**config.mk**
```make
export PLATFORM = sky130hd
export DESIGN_NAME = uart_rx
export DESIGN_NICKNAME = d
export VERILOG_FILES = /design/src/rtl/uart_pkg.sv /design/src/rtl/uart_rx_sync.sv /design/src/rtl/uart_rx.sv
export SDC_FILE = /design/constraint.sdc
export NUM_CORES = 1
export LEC_CHECK = 0
export BUFFER_PORTS_ARGS = -buffer_cell sky130_fd_sc_hd__buf_4
export CORE_ASPECT_RATIO = 2
export CORE_MARGIN = 3
export CORE_UTILIZATION = 30
export CTS_BUF_LIST = sky130_fd_sc_hd__clkbuf_16
export DETAILED_ROUTE_END_ITERATION = 10
export PLACE_DENSITY_LB_ADDON = 0.15
export SYNTH_ARGS = -nofsm -noshare
export SYNTH_HDL_FRONTEND = slang
export SYNTH_SLANG_ARGS = --single-unit
```
**constraint.sdc**
```tcl
create_clock -name clk -period 2 [get_ports clk]
set_input_delay 0 -clock clk [delete_from_list [all_inputs] [get_ports clk]]
set_output_delay 0 -clock clk [all_outputs]
set_load 0.1 [all_outputs]
```
**src/rtl/uart_pkg.sv**
```systemverilog
// Shared UART definitions: receiver state encoding and default frame/bit-rate constants.
package uart_pkg;
  typedef enum logic [2:0] {IDLE, START, DATA, STOP, WAIT_IDLE} rx_state_e;
  localparam int UART_CLKS_PER_BIT = 16;
  localparam int UART_DATA_WIDTH   = 8;
endpackage

```
**src/rtl/uart_rx_sync.sv**
```systemverilog
// Two-flop synchronizer for an asynchronous single-bit input; reset value selectable.
module uart_rx_sync #(
  parameter logic RST_VAL = 1'b1
) (
  input  logic clk,
  input  logic reset,
  input  logic d,
  output logic q
);
  logic meta;

  always_ff @(posedge clk or negedge reset) begin
    if (!reset) begin
      meta <= RST_VAL;
      q    <= RST_VAL;
    end else begin
      meta <= d;
      q    <= meta;
    end
  end
endmodule

```
**src/rtl/uart_rx.sv**
```systemverilog
// Fixed-rate serial receiver: start, DATA_WIDTH data bits LSB-first, stop; each bit
// is sampled at its midpoint and par_out updates only on a correctly framed word.
module uart_rx import uart_pkg::*; #(
  parameter int DATA_WIDTH   = UART_DATA_WIDTH,
  parameter int CLKS_PER_BIT = UART_CLKS_PER_BIT
) (
  input  logic                  clk,
  input  logic                  reset,
  input  logic                  din,
  output logic [DATA_WIDTH-1:0] par_out
);
  localparam int TICK_W = $clog2(CLKS_PER_BIT);
  localparam int IDX_W  = (DATA_WIDTH > 1) ? $clog2(DATA_WIDTH) : 1;
  localparam logic [TICK_W-1:0] TICK_HALF = TICK_W'(CLKS_PER_BIT/2 - 1);
  localparam logic [TICK_W-1:0] TICK_FULL = TICK_W'(CLKS_PER_BIT - 1);
  localparam logic [IDX_W-1:0]  IDX_LAST  = IDX_W'(DATA_WIDTH - 1);

  rx_state_e             state;
  logic                  rx;
  logic [TICK_W-1:0]     tick;
  logic [IDX_W-1:0]      bit_idx;
  logic [DATA_WIDTH-1:0] shreg;

  uart_rx_sync #(.RST_VAL(1'b1)) u_sync (
    .clk  (clk),
    .reset(reset),
    .d    (din),
    .q    (rx)
  );

  always_ff @(posedge clk or negedge reset) begin
    if (!reset) begin
      state   <= IDLE;
      tick    <= '0;
      bit_idx <= '0;
      shreg   <= '0;
      par_out <= '0;
    end else begin
      case (state)
        IDLE: begin
          tick <= '0;
          if (!rx) state <= START;
        end
        START: begin
          // Half a bit in: a line that has gone back high was only a glitch.
          if (tick == TICK_HALF) begin
            tick    <= '0;
            bit_idx <= '0;
            state   <= rx ? IDLE : DATA;
          end else tick <= tick + 1'b1;
        end
        DATA: begin
          if (tick == TICK_FULL) begin
            tick  <= '0;
            // Shift in at the MSB so the first (LSB) bit ends up at bit 0.
            shreg <= DATA_WIDTH'({rx, shreg} >> 1);
            if (bit_idx == IDX_LAST) state <= STOP;
            else bit_idx <= bit_idx + 1'b1;
          end else tick <= tick + 1'b1;
        end
        STOP: begin
          if (tick == TICK_FULL) begin
            tick <= '0;
            if (rx) begin
              par_out <= shreg;
              state   <= IDLE;
            end else state <= WAIT_IDLE;
          end else tick <= tick + 1'b1;
        end
        WAIT_IDLE: begin
          // Hold off through a break so a long low line is not read as a new start.
          if (rx) state <= IDLE;
        end
        default: state <= IDLE;
      endcase
    end
  end
endmodule

```
==> results.yml <==
outcome:
  outcome: "finished clean"
drt:
  ant_nets: 0
  vias: 824
  vias_per_cell: 4.90
  drc: 0
  drtPass1Iterations: 4
  routed_wl_um: 2490
  drt-wirelength-per-cell_um: 14.8
  drt-initial-drc-count: 10
timing:
  relSlewSlack_pct: 63.7
  fin_skew_ps: 5.03
  fin_crit_sh_pct: 86.9
  setup_viol: 0
  fin_tns_setup_ps: 0
  tightest_slew_ps: 545
  rsz0062_at_grt: "false"
  finalCriticalPeriod_ps: 1740
  fmax_ghz: 0.575
  drv_slew: 0
  finalHoldViolCount: 0
cells_and_area:
  layout.nets: 123
  areaGrowthSynthToFinish_pct: 18.5
  diodes: 0
  drive_gt1_share_pct: 37.1
placement:
  numPortBuffers: 10
  gp_congestion: 0.717
  hpwl_um: 1880
logic_synthesis:
  synth.most_common_cell: "dfrtp_1"
  syn-mean-instance-area_um2: 12.7
  yosys_warnings: 0
  syn-num-nets: 108
  synth_area_mm2: 0.00129
  synth.distinct_cells: 35
  synth_edf_count: 0
  synth_area_leaders: "dfrtp_1 50%, mux2_2 17%, dfstp_2 4.1%"
  ys_seq_area_share_pct: 54.5
  synth_top_area_share_pct: 50.4
  yosys_most_used_dff: "dfrtp_1"
  ys_ff_latch: 28
  synth_largest_area_cell: "dfrtp_1"
  synth-async-reset-ratio_pct: 100
  yosys-top-cells-count: "26 x dfrtp_1, 19 x mux2_2, 7 x nand2_1, 4 x inv_1, 4 x o21ai_0"
  synthCells: 102
die:
  core-area_mm2: 0.00413
  initial_utilization_pct: 31.3
  rows: 33
  die_y_um: 98.8
  die_w_um: 52.4
  die-area_mm2: 0.00518
  ios: 11
power:
  power.leakage_nw: 0.720
  ir_drop_mv: 0.537
  seqPwrFrac_pct: 47.9
  powerDensity_mw_per_mm2: 1040
  combPwrFrac_pct: 24.0
  switching_share_pct: 30.8
  clock_power_share_pct: 28.1
  p_int_mw: 1.10
  switchingPower_mw: 0.488
  fin_total_pwr_mw: 1.59
worst_setup_path:
  crit_fanout: 6
  crit_cells: 4
  cp-start-kind: "register"
  r2r_end: "bit_idx[0]"
  path_buf_inv: 0
  crit_family: "flip-flops"
  cpPeakStageDelay_ps: 390
  cp_slowest_cell: "dfrtp_1"
  r2r_cells: 4
  r2r-start: "tick[0]"
  r2r_slack_ps: 260
  crit_start: "tick[0]"
  worst-endpoint-arrival_ps: 1880
  worstPathRequired_ps: 2150
  critPathKind: "register to register"
  worstSetupEndpointType: "register"
  critical_path.cell_chain: "ha_1 -> and2_0 -> o211ai_1 -> mux2_2"
global_routing:
  overflow: 0
  grt_pass1_wl_um: 4290
  first_global_vias: 889
  antenna_found_initial: 0
  grt_usage_pct: 11.1
  grt_max_degree: 29
worst_hold_path:
  holdCritPathClass: "input pin to async pin"
clock_network:
  htreeDepth: 1
  clockBufferDepth: 2
  path_clk_slew_ps: 60
  clk_latency_ps: 260
  cts-root-buf: "clkbuf_16"
  cts_tree: "built"
  cts_buffers: 3
  cts_setup_buffers: 0
  cts_num_sinks: 28
job:
  cap_violations: 0
[worst max-delay path by stage]
| stage | end |
|---|---|
| global route | par_out[5] |
| global placement | bit_idx[1] |
| floorplan | par_out[0] |
| detailed placement | par_out[0] |
| CTS | par_out[0] |
| finish | bit_idx[0] |
[power groups by stage]
stage,clock [mW],combinational [mW],sequential [mW]
finish,0.445,0.380,0.760
global route,0.489,0.432,0.776
CTS,0.471,0.389,0.760
detailed placement,0,0.383,0.771
global placement,0,0.369,0.770
floorplan,0,0.341,0.705
[cell usage in the layout, fill, tap and decap left out, types with 3 or more instances in the layout]
cell type and instances:
dfrtp_1 26, mux2_2 19, buf_4 14, nand2_1 7, inv_1 5, o21ai_0 4
a21oi_1 3, ha_1 3, clkbuf_16 3
[through the flow]
stage | hold WS [ps] | util (%) | worst slack [ps] | std cells | instance area, µm²
floorplan | -296 | - | 338 | 102 | 1290
global placement | -60.8 | 34.7 | 306 | 162 | 1430
detailed placement | -58.1 | 34.7 | 248 | 162 | 1430
CTS | 216 | 37.1 | 243 | 168 | 1530
global route | 230 | 37.1 | 168 | 168 | 1530
finish | 199 | 37.1 | 261 | 168 | 1530
[layout make-up]
class	instances	area (µm²)
Fill cell	419	2600
Sequential cell	28	703
Multi-Input combinational cell	64	543
Timing Repair Buffer	16	125
Clock buffer	3	75.1
Tap cell	52	65.1
Inverter	4	15.0
Clock inverter	1	3.75
[repair_timing]
item / CTS / global route
hold buffers: 2 / 0
endpoints found under the hold margin: 29 / 0
gates resized for setup: 0 / 0
[state kept, by name (all words and copies together) (netlist names)]
| name | flops |
|---|---|
| u_sync.meta | 1 |
| shreg | 8 |
| u_sync.q | 1 |
| state | 3 |
| tick | 4 |
| par_out | 8 |
| bit_idx | 3 |
[kinds of logic after synthesis]
group,after synthesis,share of synthesized area [%]
multiplexers,20,17.3
adder cells (fa/ha/maj),3,2.91
flip-flops,28,54.5
AO/OA/AOI/OAI,15,8.04
buffers and inverters,10,3.49
XOR/XNOR,1,0.678
AND/OR/NAND/NOR,25,13.1
[layer usage]
layer	GRT usage (%)	up-vias	wire, µm
met2	18.8	8	1410
met1	12.8	414	983
li1	-	398	-
met5	0	-	0
met3	1.36	4	34
met4	6.30	0	59
Power figures use the tool's default switching activity.
